## config.mk

```make
export PLATFORM = sky130hd
export DESIGN_NAME = mem_portb_arbiter
export DESIGN_NICKNAME = d
export VERILOG_FILES = /design/src/rtl/mem_portb_arbiter.sv
export SDC_FILE = /design/constraint.sdc
export NUM_CORES = 1
export LEC_CHECK = 0
export ABC_AREA = 1
export ABC_CLOCK_PERIOD_IN_PS = 2740
export CORE_MARGIN = 8
export CORE_UTILIZATION = 43
export CTS_CLUSTER_DIAMETER = 40
export DETAILED_ROUTE_END_ITERATION = 16
export GPL_ROUTABILITY_DRIVEN = 0
export HOLD_SLACK_MARGIN = 0.08
export PLACE_DENSITY = 0.83
export SKIP_LAST_GASP = 1
export SYNTH_ARGS = -nofsm -noshare
export SYNTH_HDL_FRONTEND = slang
export SYNTH_SLANG_ARGS = --single-unit
```

## constraint.sdc

```tcl
create_clock -name clk -period 2.74 [get_ports clk]
set_clock_uncertainty 0.1 [all_clocks]
set_input_delay 0.548 -clock clk [delete_from_list [all_inputs] [get_ports clk]]
set_output_delay 0.548 -clock clk [all_outputs]
set_load 0.01 [all_outputs]
```

## src/rtl/mem_portb_arbiter.sv

```systemverilog
// Two-requester arbiter for memory port B: requester 0 (VGA fetch) has fixed priority,
// requester 1 writes are blocked in the protected low region, and reads return two cycles after ack.
module mem_portb_arbiter #(
    parameter int                    ADDR_WIDTH  = 12,
    parameter int                    DATA_WIDTH  = 16,
    parameter logic [ADDR_WIDTH-1:0] PROTECT_TOP = 12'h0FF
) (
    input  logic                  clk,
    input  logic                  reset,
    input  logic                  req0,
    input  logic                  req1,
    input  logic [ADDR_WIDTH-1:0] addr0,
    input  logic [ADDR_WIDTH-1:0] addr1,
    input  logic                  we0,
    input  logic                  we1,
    input  logic [DATA_WIDTH-1:0] wdata0,
    input  logic [DATA_WIDTH-1:0] wdata1,
    output logic                  ack0,
    output logic                  ack1,
    output logic                  rvalid0,
    output logic                  rvalid1,
    output logic [DATA_WIDTH-1:0] rdata,
    output logic                  err1,
    output logic [ADDR_WIDTH-1:0] mem_addr_b,
    output logic [DATA_WIDTH-1:0] mem_data_b,
    output logic                  mem_we_b,
    input  logic [DATA_WIDTH-1:0] mem_out_b
);

    // Handshake: a requester raises reqN with stable addr/we/wdata and holds it until it
    // sees the one-cycle ackN; a request is never considered while its own ack is high.
    logic                  ack0_q, ack0_d;
    logic                  ack1_q, ack1_d;
    logic                  err1_q, err1_d;
    logic                  we_q, we_d;
    logic [ADDR_WIDTH-1:0] addr_q, addr_d;
    logic [DATA_WIDTH-1:0] data_q, data_d;
    logic                  rv0_q, rv0_d;
    logic                  rv1_q, rv1_d;
    logic [DATA_WIDTH-1:0] rdata_q, rdata_d;
    logic                  tag1_vld_q, tag1_vld_d;
    logic                  tag1_id_q, tag1_id_d;
    logic                  tag2_vld_q, tag2_vld_d;
    logic                  tag2_id_q, tag2_id_d;

    logic issue0;
    logic issue1;
    logic prot_hit;

    always_comb begin
        issue0   = req0 && !ack0_q;
        issue1   = req1 && !ack1_q && !issue0;
        prot_hit = we1 && (addr1 <= PROTECT_TOP);

        ack0_d     = issue0;
        ack1_d     = issue1;
        err1_d     = issue1 && prot_hit;
        we_d       = 1'b0;
        addr_d     = addr_q;
        data_d     = data_q;
        tag1_vld_d = 1'b0;
        tag1_id_d  = 1'b0;

        if (issue0) begin
            addr_d     = addr0;
            data_d     = wdata0;
            we_d       = we0;
            tag1_vld_d = !we0;
            tag1_id_d  = 1'b0;
        end else if (issue1) begin
            addr_d     = addr1;
            data_d     = wdata1;
            we_d       = we1 && !prot_hit;
            tag1_vld_d = !we1;
            tag1_id_d  = 1'b1;
        end

        // Stage 2 lines up with the cycle in which mem_out_b holds the read word.
        tag2_vld_d = tag1_vld_q;
        tag2_id_d  = tag1_id_q;
        rv0_d      = tag2_vld_q && !tag2_id_q;
        rv1_d      = tag2_vld_q && tag2_id_q;
        rdata_d    = tag2_vld_q ? mem_out_b : rdata_q;
    end

    always_ff @(posedge clk) begin
        if (reset) begin
            ack0_q     <= 1'b0;
            ack1_q     <= 1'b0;
            err1_q     <= 1'b0;
            we_q       <= 1'b0;
            addr_q     <= '0;
            data_q     <= '0;
            rv0_q      <= 1'b0;
            rv1_q      <= 1'b0;
            rdata_q    <= '0;
            tag1_vld_q <= 1'b0;
            tag1_id_q  <= 1'b0;
            tag2_vld_q <= 1'b0;
            tag2_id_q  <= 1'b0;
        end else begin
            ack0_q     <= ack0_d;
            ack1_q     <= ack1_d;
            err1_q     <= err1_d;
            we_q       <= we_d;
            addr_q     <= addr_d;
            data_q     <= data_d;
            rv0_q      <= rv0_d;
            rv1_q      <= rv1_d;
            rdata_q    <= rdata_d;
            tag1_vld_q <= tag1_vld_d;
            tag1_id_q  <= tag1_id_d;
            tag2_vld_q <= tag2_vld_d;
            tag2_id_q  <= tag2_id_d;
        end
    end

    assign ack0       = ack0_q;
    assign ack1       = ack1_q;
    assign err1       = err1_q;
    assign mem_we_b   = we_q;
    assign mem_addr_b = addr_q;
    assign mem_data_b = data_q;
    assign rvalid0    = rv0_q;
    assign rvalid1    = rv1_q;
    assign rdata      = rdata_q;

endmodule

```

# Yosys cells after proc, flatten, opt, wreduce, memory -nomap -nowiden
# Index checks and enable logic that the tools add are counted.
[classes]
add_sub_neg = 0
mul = 0
div_mod_pow = 0
n_lt_le_gt_ge = 1
eq_ne = 0
n_shift = 0
n_mux = 9
bitwise = 0
n_reduce_logical = 17
[op_table]
columns = ["cell", "n"]
rows = [
  ["2-to-1 mux 16 bit", 2],
  ["2-to-1 mux 12 bit", 2],
  ["less-or-equal comparator 12 x 8 -> 1 bit (second input constant)", 1],
  ["logical AND 1 bit", 8],
  ["logical NOT 1 bit", 7],
  ["2-to-1 mux 1 bit", 5],
  ["nonzero test 2 bit", 1],
  ["OR reduction 2 bit", 1],
]
[totals]
regBits = 54
latchBits = 0
ramBits = 0
mem_bits_ro = 0
in_bits = 78
output_inout_bits = 50
elab_cells = 40
n_memories = 0

# Depth between registers and ports, before layout
[logic_depth]
word_depth = 6
mapped_depth = 7
mapped_depth_nobuf = 6

# Least setup slack after synthesis
# OpenSTA, ideal clock, no wires.
[synth_timing]
path_type = "input to register"
startpoint = "input req0"
endpoint = "register data_q[10] (netlist: mem_data_b[10])"
setup_ns = 0.143
t_arrival_ns = 1.092
required_ns = 2.497
path_slack_ns = 1.405
stages = 6
path_buffers = 2
cell_sequence = "buf_6 > nand2_8 > nand2_8 > buf_8 > nand3_2 > a21oi_2"
[synth_via]
elab_chain_cells = 4
elab_cells_between_ends = 5
classes_between = "mux: 1; reduce/logical: 4"
[synth_rtl]
columns = ["item", "line", "rtl"]
rows = [
  ["from (decl)", "10", "input logic req0,"],
  ["logical AND 1 bit (*)", "51", "issue0 = req0 && !ack0_q;"],
  ["logical NOT 1 bit", "52", "issue1 = req1 && !ack1_q && !issue0;"],
  ["logical AND 1 bit", "52", ""],
  ["nonzero test 2 bit (no line)", "n/a", ""],
  ["to (signal assigned)", "107", "data_q <= data_d;"],
  ["to (decl)", "37", "logic [DATA_WIDTH-1:0] data_q, data_d;"],
]
# Every way passes the cells marked *; elsewhere a longest branch is shown, timed or not.
# A chain may end at the register's enable or synchronous reset.

# Worst setup path in the final report
[layout_timing]
startpoint = "register ack0_q (netlist: ack0)"
endpoint = "output ack0"
[layout_rtl]
columns = ["item", "line", "rtl"]
rows = [
  ["from (decl)", "32", "logic ack0_q, ack0_d;"],
  ["from (signal assigned)", "102", "ack0_q <= ack0_d;"],
  ["to (decl)", "18", "output logic ack0,"],
]
# No word-level cell between the ends.

==> impl_metrics.toml <==
[status]
status = "finished, final reports clean"

[drt]
viasPerCell = 4.87
firstDrtPassIters = 4
antenna_left = 0
drc = 0
wirelength_um = 7760
dr_total_vias = 2572
drtIter0Drc = 151
wl_per_cell_um = 14.7

[yosys]
yosysSeqAreaShare_pct = 43.1
synthCells = 337
synthesis.area_mm2 = 0.00251
yosys.cell_types.count = 24
syn_nets = 415
ys_ff_latch = 54
syn_area_per_cell_um2 = 7.44
synthTopCellsByArea = "dfxtp_1 (43%), nand3_1 (13%), nand2_1 (8.1%)"
synth_top_area_share_pct = 43.1
yosys_warnings = 0
yosys.area.top_type = "dfxtp_1"

[sta]
slew_viol_final = 0
fin_crit_sh_pct = 71.2
hold_viol_final = 0
slew_headroom_pct = 62.9
min_period_ns = 1.95
rsz0062_at_grt = "false"
worstMarginPinSlew_ns = 0.556
report.final.setup_viol = 0
fmax_ghz = 0.512
tns_ns = 0
timing.hold.ws_ns = 0.313

[placement]
postPlaceCellArea_mm2 = 0.00374
place_hpwl_um = 5600
io_buffers = 127

[worst_setup_path]
worst_ep_required_time_ns = 2.09
slowest_delay_ns = 0.60
crit_chain = "clkdlybuf4s50_1"
cp-start-kind = "register"
r2r_cells = 6
cp_top_family = "buffers and inverters"
critPathLaunch = "ack0$_SDFF_PP0_"
crit_slowest_cell = "clkdlybuf4s50_1"
crit_end = "ack0"
path_buf_inv = 1
crit_fanout = 3
cp-end-kind = "output pin"
cp.arrival_ns = 1.30
crit_cells = 1
reg2reg_from = "ack0$_SDFF_PP0_"
r2r-end = "mem_addr_b[3]$_SDFFE_PP0P_"
critPathKind = "reg -> out"
reg2reg_slack_ns = 1.10

[cells_and_area]
layout-drive-gt1-share_pct = 8.39
final_nets = 530
area_growth_pct = 53.0
fillers = 506
diodes = 0
final_area_mm2 = 0.00383

[grt]
grt_max_degree = 55
grt_pass1_wl_um = 12600
groute.usage.overall_pct = 17.9
grt_antenna_before_repair = 0
grt_pass1_vias = 2580
grt_overflow = 0

[clock_network]
cts_tree = "yes"
ctsHoldBuffers = 0
numCtsBuffers = 5
clkLatencyLatePin_ns = 0.31
ctsLongestPathBuffers = 2
htreeDepth = 2
clkSlewWorstSetupHoldPaths_ns = 0.11
cts_num_sinks = 54
root_buffer = "clkbuf_8"
cts_resized = 0
cts_setup_buffers = 0

[floorplanning]
core_area_mm2 = 0.00578
die_h_um = 92.3
boundaryPins = 128
die-area_mm2 = 0.00853
rows = 28
die_w_um = 92.3
start_util_pct = 43.4

[pwr]
powerDensity_mw_per_mm2 = 462
total_power_mw = 1.77
leakage_nw = 1.69
ir_drop_mv = 0.334

[flow_run]
maxCapViolCount = 0

[hold_path]
hold_path_class = "reg -> reg"
-- cells in the final DEF, fill, tap and decap left out --
cell / netlist / final
inv_4: 1 / 1
clkbuf_8: 0 / 5
nand3_1: 64 / 64
inv_1: 42 / 42
a21oi_1: 16 / 16
nand2_4: 1 / 1
nor3_1: 1 / 1
nand2_8: 2 / 2
o21ai_1: 1 / 1
clkinv_4: 0 / 1
nand4_1: 1 / 1
nand2_1: 54 / 54
dfxtp_1: 54 / 54
nor2_1: 38 / 38
inv_6: 0 / 2
nand3_2: 10 / 10
a21oi_2: 10 / 10
nor3_2: 1 / 1
o21ai_0: 16 / 16
clkdlybuf4s50_1: 0 / 127
clkinv_1: 1 / 1
nor2_2: 2 / 2
buf_4: 3 / 3
-- sequential cells by signal, indices dropped and copies added (netlist names) --
| signal | cells |
|---|---|
| rvalid1 | 1 |
| tag2_id_q | 1 |
| err1 | 1 |
| ack0 | 1 |
| rvalid0 | 1 |
| rdata | 16 |
| mem_addr_b | 12 |
| tag2_vld_q | 1 |
| ack1 | 1 |
| mem_data_b | 16 |
| tag1_vld_q | 1 |
| tag1_id_q | 1 |
| mem_we_b | 1 |
-- worst min-delay path by stage --
stage	from	endpoint	slack, ns	cells after the start
after global routing	tag1_vld_q$_SDFF_PP0_	tag2_vld_q$_SDFF_PP0_	0.34	2
after CTS	tag1_vld_q$_SDFF_PP0_	tag2_vld_q$_SDFF_PP0_	0.32	2
final	tag1_vld_q$_SDFF_PP0_	tag2_vld_q$_SDFF_PP0_	0.31	2
after global placement	tag1_vld_q$_SDFF_PP0_	tag2_vld_q$_SDFF_PP0_	0.30	2
after detailed placement	tag1_vld_q$_SDFF_PP0_	tag2_vld_q$_SDFF_PP0_	0.30	2
after floorplan	tag1_id_q$_SDFF_PP0_	tag2_id_q$_SDFF_PP0_	0.29	2
-- worst min-delay path, stage by stage (launching register included) --
cell,delay (ns)
dfxtp_1,0.31
inv_1,0.04
nor2_1,0.03
-- synthesized netlist by cell type --
cell      count
nand3_1      64
dfxtp_1      54
nand2_1      54
inv_1        42
nor2_1       38
a21oi_1      16
o21ai_0      16
a21oi_2      10
nand3_2      10
buf_2         9
buf_6         5
buf_4         3
clkbuf_1      3
nand2_8       2
nor2_2        2
buf_1         1
buf_8         1
clkinv_1      1
inv_4         1
nand2_4       1
nand4_1       1
nor3_1        1
nor3_2        1
o21ai_1       1
-- metrics by stage --
step / setup WS (ns) / util (%) / cells
5_1_grt: 0.730 / 66.3 / 528
3_5_place_dp: 0.588 / 64.7 / 520
2_1_floorplan: 1.40 / - / 337
3_3_place_gp: 0.591 / 64.7 / 520
6_report: 0.788 / 66.3 / 528
4_1_cts: 0.765 / 66.3 / 528
-- power breakdown --
group / internal, mW / switching [mW] / leakage (nW) / total, mW
clock network: 0.189 / 0.283 / 0.0491 / 0.472
registers: 0.837 / 0.0266 / 0.444 / 0.863
logic: 0.238 / 0.200 / 1.19 / 0.438
total: 1.26 / 0.509 / 1.69 / 1.77
-- final cells by class --
class	count	area (um2)	area share (%)
Timing Repair Buffer	130	1290	33.7
Multi-Input combinational cell	217	1100	28.8
Sequential cell	54	1080	28.2
Inverter	44	168	4.37
Tap cell	75	93.8	2.45
Clock buffer	5	68.8	1.79
Clock inverter	3	26.3	0.685
-- cell families (layout without fill, tap and decap cells) --
family                 Yosys count  in the layout  share of synthesized area, %
buffers and inverters           66            182                          12.8
flip-flops                      54             54                          43.1
AND/OR/NAND/NOR                174            174                          33.9
AO/OA/AOI/OAI                   43             43                          10.1
-- routing by layer --
metal	vias up	part of all wire, %	track usage (%)
met5	-	0	0
met4	0	1.8	5.10
met3	12	11	8.41
met2	92	47	29.5
met1	1164	41	20.2
li1	1304	-	-
(Power assumes the default switching activity.)
